### src/rtl/spi_pkg.sv
// rtl/spi_pkg.sv - shared types and helpers for the SPI frame writer
package spi_pkg;

  typedef enum logic [2:0] {IDLE, SETUP, SHIFT, END, GAP} state_e;

  // SCL edges per byte: 8 leading plus 8 trailing.
  localparam int EDGES_PER_BYTE = 16;

  function automatic int nbytes(input int width);
    return (width + 7) / 8;
  endfunction

  // Counter width able to hold 0..n-1, never narrower than one bit.
  function automatic int div_w(input int n);
    return (n < 2) ? 1 : $clog2(n);
  endfunction

endpackage

### src/rtl/spi_tick_gen.sv
// rtl/spi_tick_gen.sv - SCL half-period divider with synchronous clear
module spi_tick_gen
  import spi_pkg::*;
#(
  parameter int CLK_DIV = 250
) (
  input  logic clk_i,
  input  logic rst_ni,
  input  logic clr_i,
  output logic tick_o
);

  localparam int CW = div_w(CLK_DIV);
  localparam logic [CW-1:0] LAST = CW'(CLK_DIV - 1);

  logic [CW-1:0] cnt_q;

  assign tick_o = (cnt_q == LAST);

  // Count 0..CLK_DIV-1; a clear restarts the half-period so the first tick lands CLK_DIV cycles later.
  always_ff @(posedge clk_i or negedge rst_ni) begin
    if (!rst_ni) begin
      cnt_q <= '0;
    end else if (clr_i || tick_o) begin
      cnt_q <= '0;
    end else begin
      cnt_q <= cnt_q + CW'(1);
    end
  end

endmodule

### src/rtl/spi_frame_writer.sv
// rtl/spi_frame_writer.sv - SPI parent transmitter for one sample per frame (SPI_LSB_FIRST_EN selects LSB-first)
module spi_frame_writer
  import spi_pkg::*;
#(
  parameter int   DATA_W   = 12,
  parameter int   CLK_DIV  = 250,
  parameter logic CPOL     = 1'b0,
  parameter logic CPHA     = 1'b1,
  parameter int   GAP_HALF = 1
) (
  input  logic              clk,
  input  logic              rst,
  input  logic              start,
  input  logic [DATA_W-1:0] sample,
  output logic              busy,
  output logic              done,
  output logic              SCL,
  output logic              SS,
  output logic              MOSI,
  output logic [2:0]        byte_idx
);

  localparam int NB = nbytes(DATA_W);
  localparam int SW = NB * 8;
  localparam int GW = div_w(GAP_HALF + 1);
  localparam logic [2:0]    LAST_BYTE = 3'(NB - 1);
  localparam logic [GW-1:0] LAST_GAP  = GW'(GAP_HALF - 1);
  localparam logic [4:0]    LAST_EDGE = 5'(EDGES_PER_BYTE - 1);
  localparam logic [4:0]    LAST_MOVE = 5'(EDGES_PER_BYTE - 2);

  if (DATA_W < 1 || DATA_W > 32) begin : g_bad_data_w
    $error("spi_frame_writer: DATA_W must be 1..32");
  end
  if (CLK_DIV < 2) begin : g_bad_clk_div
    $error("spi_frame_writer: CLK_DIV must be at least 2");
  end
  if (GAP_HALF < 1) begin : g_bad_gap
    $error("spi_frame_writer: GAP_HALF must be at least 1");
  end

  // Returns {next bit on the wire, remaining shift register}.
`ifdef SPI_LSB_FIRST_EN
  function automatic logic [SW:0] pop(input logic [SW-1:0] v);
    return {v[0], v >> 1};
  endfunction
`else
  function automatic logic [SW:0] pop(input logic [SW-1:0] v);
    return {v[SW-1], v << 1};
  endfunction
`endif

  state_e        state_q, state_d;
  logic [SW-1:0] sr_q, sr_d;
  logic [4:0]    edge_q, edge_d;
  logic [GW-1:0] gap_q, gap_d;
  logic [2:0]    byte_q, byte_d;
  logic          scl_q, scl_d;
  logic          ss_q, ss_d;
  logic          mosi_q, mosi_d;
  logic          busy_q, busy_d;
  logic          done_q, done_d;
  logic          tick, clr, take;
  logic [4:0]    edge_n;
  logic [SW-1:0] load_v;
  logic [SW:0]   pop_cur, pop_load;

  assign load_v   = SW'(sample);
  assign pop_cur  = pop(sr_q);
  assign pop_load = pop(load_v);
  assign edge_n   = edge_q + 5'd1;

  spi_tick_gen #(.CLK_DIV(CLK_DIV)) u_tick (
    .clk_i  (clk),
    .rst_ni (rst),
    .clr_i  (clr),
    .tick_o (tick)
  );

  // Frame sequencing: next state, SCL edges and MOSI bit stepping.
  always_comb begin
    state_d = state_q;
    sr_d    = sr_q;
    edge_d  = edge_q;
    gap_d   = gap_q;
    byte_d  = byte_q;
    scl_d   = scl_q;
    ss_d    = ss_q;
    mosi_d  = mosi_q;
    busy_d  = busy_q;
    done_d  = 1'b0;
    clr     = 1'b0;
    take    = 1'b0;
    case (state_q)
      IDLE: begin
        // done_q blocks a start seen in the cycle the previous frame ends.
        if (start && !done_q) begin
          clr     = 1'b1;
          ss_d    = 1'b0;
          busy_d  = 1'b1;
          byte_d  = 3'd0;
          edge_d  = 5'd0;
          state_d = SETUP;
          if (!CPHA) begin
            mosi_d = pop_load[SW];
            sr_d   = pop_load[SW-1:0];
          end else begin
            mosi_d = 1'b0;
            sr_d   = load_v;
          end
        end
      end
      SETUP, SHIFT: begin
        if (tick) begin
          edge_d = edge_n;
          scl_d  = ~scl_q;
          take   = CPHA ? edge_n[0] : (!edge_n[0] && (edge_n <= LAST_MOVE));
          if (state_q == SETUP) begin
            state_d = SHIFT;
          end else if (edge_q == LAST_EDGE) begin
            state_d = END;
          end
        end
      end
      END: begin
        if (tick) begin
          ss_d   = 1'b1;
          mosi_d = 1'b0;
          edge_d = 5'd0;
          if (byte_q < LAST_BYTE) begin
            byte_d  = byte_q + 3'd1;
            gap_d   = '0;
            state_d = GAP;
          end else begin
            done_d  = 1'b1;
            busy_d  = 1'b0;
            state_d = IDLE;
          end
        end
      end
      GAP: begin
        if (tick) begin
          if (gap_q == LAST_GAP) begin
            ss_d    = 1'b0;
            take    = !CPHA;
            state_d = SETUP;
          end else begin
            gap_d = gap_q + GW'(1);
          end
        end
      end
      default: state_d = IDLE;
    endcase
    if (take) begin
      mosi_d = pop_cur[SW];
      sr_d   = pop_cur[SW-1:0];
    end
  end

  // State and output registers; reset abandons any frame without a done pulse.
  always_ff @(posedge clk or negedge rst) begin
    if (!rst) begin
      state_q <= IDLE;
      sr_q    <= '0;
      edge_q  <= 5'd0;
      gap_q   <= '0;
      byte_q  <= 3'd0;
      scl_q   <= CPOL;
      ss_q    <= 1'b1;
      mosi_q  <= 1'b0;
      busy_q  <= 1'b0;
      done_q  <= 1'b0;
    end else begin
      state_q <= state_d;
      sr_q    <= sr_d;
      edge_q  <= edge_d;
      gap_q   <= gap_d;
      byte_q  <= byte_d;
      scl_q   <= scl_d;
      ss_q    <= ss_d;
      mosi_q  <= mosi_d;
      busy_q  <= busy_d;
      done_q  <= done_d;
    end
  end

  assign busy     = busy_q;
  assign done     = done_q;
  assign SCL      = scl_q;
  assign SS       = ss_q;
  assign MOSI     = mosi_q;
  assign byte_idx = byte_q;

endmodule

### config.mk
export PLATFORM = sky130hd
export DESIGN_NAME = spi_frame_writer
export DESIGN_NICKNAME = d
export VERILOG_FILES = /design/src/rtl/spi_pkg.sv /design/src/rtl/spi_tick_gen.sv /design/src/rtl/spi_frame_writer.sv
export SDC_FILE = /design/constraint.sdc
export NUM_CORES = 1
export LEC_CHECK = 0
export ABC_AREA = 1
export BUFFER_PORTS_ARGS = -buffer_cell sky130_fd_sc_hd__clkbuf_2
export CORE_ASPECT_RATIO = 0.8
export CORE_MARGIN = 3
export CORE_UTILIZATION = 52
export CTS_CLUSTER_DIAMETER = 200
export DETAILED_ROUTE_END_ITERATION = 10
export PLACE_DENSITY = 0.75
export SLEW_MARGIN = 10
export SYNTH_ARGS = -nofsm -noshare
export SYNTH_HDL_FRONTEND = slang
export SYNTH_SLANG_ARGS = --single-unit
### constraint.sdc
create_clock -name clk -period 1.7 [get_ports clk]
set_clock_uncertainty 0.15 [all_clocks]
set_input_delay 0.17 -clock clk [delete_from_list [all_inputs] [get_ports clk]]
set_output_delay 0.17 -clock clk [all_outputs]
set_load 0.02 [all_outputs]
==> results of run 1 <==
-- critical path: cells and delay by family, from the launching register on --
family                   cells  cell delay [ps]
flip-flops                   1              390
AND/OR/NAND/NOR              6              850
adder cells (fa/ha/maj)      1              180
buffers and inverters        2              100
-- area by class of cell --
| type | count | area, µm² | share of cell area [%] |
|---|---|---|---|
| multi-input combinational | 183 | 1180 | 42.8 |
| sequential | 40 | 1000 | 36.2 |
| timing repair buffer | 49 | 355 | 12.9 |
| inverter | 21 | 78.8 | 2.85 |
| clock buffer | 6 | 72.6 | 2.62 |
| tap | 55 | 68.8 | 2.49 |
| clock inverter | 1 | 5.00 | 0.181 |
-- where the power goes --
part | switching [mW] | leakage (nW) | internal (mW)
Combinational | 1.05 | 0.830 | 0.619
Sequential | 0.216 | 0.524 | 1.20
Clock | 0.326 | 0.0410 | 0.279
Total | 1.59 | 1.39 | 2.10
-- Yosys cell counts, types with 2 or more instances --
library cell	instances
nand2_1	67
inv_1	18
nand3_2	3
nand2_2	3
nor2_4	2
a21oi_1	7
nor3b_2	2
nand4_1	7
o21ai_0	3
nand2_4	2
buf_2	3
xnor2_1	2
dfrtp_1	39
nor2_1	15
nand3_1	48
nor3_1	2
inv_2	3
ha_1	5
nand3_4	2
xor2_1	3
nor3_2	2
-- what timing repair did --
action / CTS / global route
cloned: 1 / 1
setup buffers: 0 / 7
pin swaps: 1 / 11
resized for setup: 2 / 39
hold buffers: 12 / 0
endpoints found under the setup margin: 14 / 29
hold endpoints to repair: 26 / 0
-- state kept, by name, summed over array words and instances, names as in the netlist --
name	cells
SS	1
u_tick.cnt_q	8
done	1
MOSI	1
state_q	3
SCL	1
edge_q	5
sr_q	16
busy	1
byte_idx	3
-- worst max-delay path by stage --
stage,startpoint,end,cells past startpoint
after global placement,u_tick.cnt_q[1],sr_q[5],9
after global routing,u_tick.cnt_q[1],sr_q[11],9
after detailed placement,u_tick.cnt_q[1],sr_q[8],9
after CTS,u_tick.cnt_q[1],byte_idx[2],9
after floorplan,u_tick.cnt_q[1],sr_q[10],10
final,u_tick.cnt_q[1],sr_q[11],9
-- routing by layer --
| metal | vias to the layer above | wire (µm) |
|---|---|---|
| met1 | 865 | 2200 |
| met3 | 11 | 253 |
| met5 | - | 0 |
| li1 | 924 | - |
| met2 | 49 | 2320 |
| met4 | 0 | 80 |
-- cell families after synthesis --
group                    share of synthesized area [%]
adder cells (fa/ha/maj)                           2.97
buffers and inverters                             5.53
XOR/XNOR                                          2.08
AO/OA/AOI/OAI                                     2.97
flip-flops                                        47.7
AND/OR/NAND/NOR                                   38.8
-- stage by stage --
stage	area (µm²)	hold slack [ps]	setup slack [ps]	cells	power [mW]
2_1_floorplan	2100	-276	84.3	248	2.38
3_3_place_gp	2320	-24.0	54.2	327	2.70
3_5_place_dp	2320	-23.3	-22.4	327	2.74
4_1_cts	2530	10.1	7.20	347	3.38
5_1_grt	2770	8.34	-179	355	3.98
6_report	2770	12.4	-84.1	355	3.69
==> flow_summary.toml, run 1 <==
[min_path]
min-delay-start = "sample[4]"
worstHoldPathType = "primary input to register"
number_of_stages_on_the_worst_hold_path = 3
hold-path-endpoint = "sr_q[4]"

[timing]
timing.final.ws_setup_ps = -84.1
hold_viol_final = 0
slew-limit-headroom_pct = 71.2
maxSlewViolCount = 0
worstMarginPinSlew_ps = 432
post-route-period-util_pct = 105
timing.final.setup_violations = 14
setup_tns_ps = -587
fmax_ghz = 0.560
finalCriticalPeriod_ps = 1780
rsz0062_at_grt = "yes"

[route]
drc_errors = 0
drt-vias-per-instance = 5.21
vias = 1849
first_iter_violations = 98
avgRoutedWirePerCell_um = 13.7
drt_pass1_iterations = 5
drt_wl_total_um = 4860
count_of_antenna_violating_nets_left_after_detailed_routing = 0

[power_and_ir_drop]
static-leakage-power_nw = 1.39
irDropWorstVdd_mv = 0.751
p_per_area_nw_per_um2 = 1340

[clock_network]
cts.sink_count = 40
htree_num_levels = 2
clockBufferDepth = 2
clkSlewWorstSetupHoldPaths_ps = 80
tritoncts = "done"
clock_latency_ps = 290
cts.root.buffer_cell = "clkbuf_8"
cts_made_buffers = 5

[setup_path]
path_max_fanout = 8
worst_r2r_path_cells = 9
worst_ep_arrival_time_ps = 1820
regToRegSetupSlack_ps = -80
slowest_library_cell_on_the_worst_path = "dfrtp_1"
worstSetupStartpointType = "register"
critPathKind = "register to register"
cp-end-kind = "register"
regToRegEndpoint = "sr_q[11]"
critical-path-max-stage-delay_ps = 390
regToRegStartpoint = "u_tick.cnt_q[1]"
crit_chain = "inv_1, ha_2, inv_2, nor2_4, nand2_2, nor2_4, nand3_4, nand3_2, nand3_2"
timing.critical_path.required_ps = 1740

[run]
drv_cap = 0

[synthesis]
synth_seq_area_share_pct = 47.7
syn-instance-count = 248
synth_warnings = 0
asyncSetResetFlopFracSynth_pct = 100
synth_largest_area_cell = "dfrtp_1"
synth_cell_type_count = 31
syn-mean-instance-area_um2 = 8.48
synth-seq-cells = 40
postSynthNetCount = 268
post_synth_main_area_contributors = "dfrtp_1, nand2_1, nand3_1"
dominantRegCellSynth = "dfrtp_1"
yosys.area.top_type_share_pct = 46.4
synth.cell_area_um2 = 2100
synth-edff-count = 0

[global_routing]
grt.total_usage_pct = 20.2
initial_antenna_violation_count = 0
grt_use_met2_pct = 30.4
grt_start_max_net_pins = 26
via_count_of_the_first_global_routing_pass = 1705
gr-usage-met3_pct = 5.19
global_route.overflow_total = 0
global_route.usage.met1_pct = 27.9
gr-max-usage-layer = "met2"
grt_first_pass_wirelength_um = 7810

[floorplanning]
core_area_um2 = 3850
dieWidth_um = 77.1
fp-row-count = 20
io-pin-count = 23
floorplan.die_area_um2 = 4850
start_util_pct = 54.6
die_y_um = 62.9

[final_layout]
layout_commonest_cell = "nand2_1"
final_layout_size_suffix_gt1_share_pct = 33.7
nFillCells = 302
fin_nets = 320
post-route-util_pct = 71.8
layout.cells.most_common_list = "nand2_1, dfrtp_1, nand3_2"
area_delta_synth_final_pct = 31.5
diodes = 0

[placed_design]
detailedPlacementHpwl_um = 2980
numPortBuffers = 22
gp_routability_congestion = 0.896

[status]
violations_in_the_final_reports = "setup timing"
run_status = "complete, but fails checks"
Note: power is estimated with default switching activity, not from simulation.
==> run 2, diff against run 1 <==
CORE_UTILIZATION = 53   (was 52)
PLACE_DENSITY = 0.73   (was 0.75)
clock period = 1.8 ns   (was 1.7 ns; I/O delays follow)
==> flow_summary.toml, run 2 (synthesis results as in run 1) <==
[placed_design]
numPortBuffers = 22
detailedPlacementHpwl_um = 2910
post-place-ws_ps = 135
place_inst = 321
gp_routability_congestion = 0.957

[timing]
slew-limit-headroom_pct = 66.9
rsz0062_at_grt = "yes"
timing.final.ws_setup_ps = 108
timing.final.setup_violations = 0
finalCriticalPeriod_ps = 1690
fmax_ghz = 0.591
worstMarginPinSlew_ps = 496
maxSlewViolCount = 0
hold_viol_final = 0
post-route-period-util_pct = 94.0

[setup_path]
worst_r2r_path_cells = 9
worst-path-buf-inv = 2
critPathKind = "register to register"
crit_start = "u_tick.cnt_q[1]"
crit_chain = "inv_1, ha_1, inv_1, nor2_2, nand2_1, nor2_4, nand3_2, nand3_1, nand3_1"
timing.critical_path.required_ps = 1830
slowest_library_cell_on_the_worst_path = "dfrtp_1"
regToRegStartpoint = "u_tick.cnt_q[1]"
path_max_fanout = 7
critical-path-max-stage-delay_ps = 400
crit_family = "simple AND/OR/NAND/NOR gates"
cp-end-kind = "register"
regToRegSetupSlack_ps = 110
worstSetupStartpointType = "register"
regToRegEndpoint = "sr_q[2]"
worst_ep_arrival_time_ps = 1720

[min_path]
number_of_stages_on_the_worst_hold_path = 3
min-delay-start = "sample[1]"
hold-path-endpoint = "sr_q[1]"
worstHoldPathType = "primary input to register"

[power_and_ir_drop]
internal_power_mw = 1.85
p_per_area_nw_per_um2 = 1260
switching_power_summed_over_all_nets_mw = 1.32
sw_frac_of_total_pct = 41.6
irDropWorstVdd_mv = 0.694
power.share.sequential_pct = 41.8
static-leakage-power_nw = 1.27
comb_power_share_pct = 40.2
pwr-share-clk_pct = 18.0

[clock_network]
cts.sink_count = 40
clkSlewWorstSetupHoldPaths_ps = 80
cts.root.buffer_cell = "clkbuf_8"
clockBufferDepth = 2
htree_num_levels = 2
clock_latency_ps = 290
cts_made_buffers = 5
tritoncts = "done"

[global_routing]
global_route.overflow_total = 0
grt_first_pass_wirelength_um = 7560
grt_start_max_net_pins = 41
via_count_of_the_first_global_routing_pass = 1707
initial_antenna_violation_count = 0
grt.total_usage_pct = 19.5

[floorplanning]
dieWidth_um = 76.4
fp-row-count = 19
io-pin-count = 23
floorplan.die_area_um2 = 4770
start_util_pct = 58.2
die_y_um = 62.3
core_area_um2 = 3610

[route]
avgRoutedWirePerCell_um = 12.7
drc_errors = 0
vias = 1817
drt_pass1_iterations = 4
drt-vias-per-instance = 5.30
count_of_antenna_violating_nets_left_after_detailed_routing = 0
first_iter_violations = 105
drt_wl_total_um = 4360

[final_layout]
reg.largest.list = "sr_q x16, u_tick.cnt_q x8, edge_q x5"
layout.cells.most_common_list = "nand2_1, nand3_1, dfrtp_1"
final_cells = 343
fin_nets = 310
layout_commonest_cell = "nand2_1"
diodes = 0
final_layout_size_suffix_gt1_share_pct = 20.6
largest_register_ff_count = 16
area_delta_synth_final_pct = 19.7
largest-register = "sr_q"
nFillCells = 303

[run]
drv_cap = 0

[status]
run_status = "finished, final reports clean"
run 2: cell count changes in the layout (fill, tap and decap cells not counted), sizes merged:
cell	before	now
buf	15	6
dlygate4sd3	12	11
clkbuf	28	29
run 2: layout make-up:
cell class	count	area [µm²]	share of cell area [%]
Clock buffer	7	76.3	3.03
Clock inverter	1	5.00	0.199
Inverter	21	78.8	3.13
Multi-Input combinational cell	183	1020	40.7
Sequential cell	40	1000	39.8
Tap cell	52	65.1	2.58
Timing Repair Buffer	39	265	10.5
run 2: through the flow:
step,power (mW),cell area (µm²),hold slack (ps),util [%],setup TNS [ps]
6_report,3.17,2520,7.00,69.7,0
2_1_floorplan,2.24,2100,-266,-,0
3_5_place_dp,2.56,2280,116,63.1,0
3_3_place_gp,2.53,2280,113,63.1,0
5_1_grt,3.46,2520,19.1,69.7,-36.4
4_1_cts,3.14,2470,7.95,68.4,0
run 2: layer usage:
layer  track usage [%]  part of all wire, %
met2              31.5                   46
met1              25.9                   48
met4              6.79                  1.3
met3              4.62                  4.5
met5                 0                    0
run 2: timing repair:
item / CTS / global route
gates resized for setup: 0 / 5
setup endpoints to repair: 0 / 16
hold buffers: 11 / 0
endpoints found under the hold margin: 49 / 0
buffers inserted: 0 / 1
run 2: how the worst max path moves through the flow:
stage | cells past startpoint | endpoint
2_1_floorplan | 10 | sr_q[10]
3_3_place_gp | 9 | sr_q[1]
3_5_place_dp | 9 | sr_q[2]
4_1_cts | 9 | sr_q[1]
5_1_grt | 9 | sr_q[13]
6_report | 9 | sr_q[2]
run 2: worst min-delay path, cell delays in order:
cell and delay (ps):
clkbuf_2 80, nand3_1 70, nand3_1 90
run 2: power by group through the flow:
stage,combinational (mW),sequential (mW),clock [mW]
2_1_floorplan,0.920,1.32,0
3_3_place_gp,1.19,1.33,0
3_5_place_dp,1.23,1.33,0
4_1_cts,1.24,1.32,0.580
5_1_grt,1.48,1.36,0.627
6_report,1.28,1.33,0.571
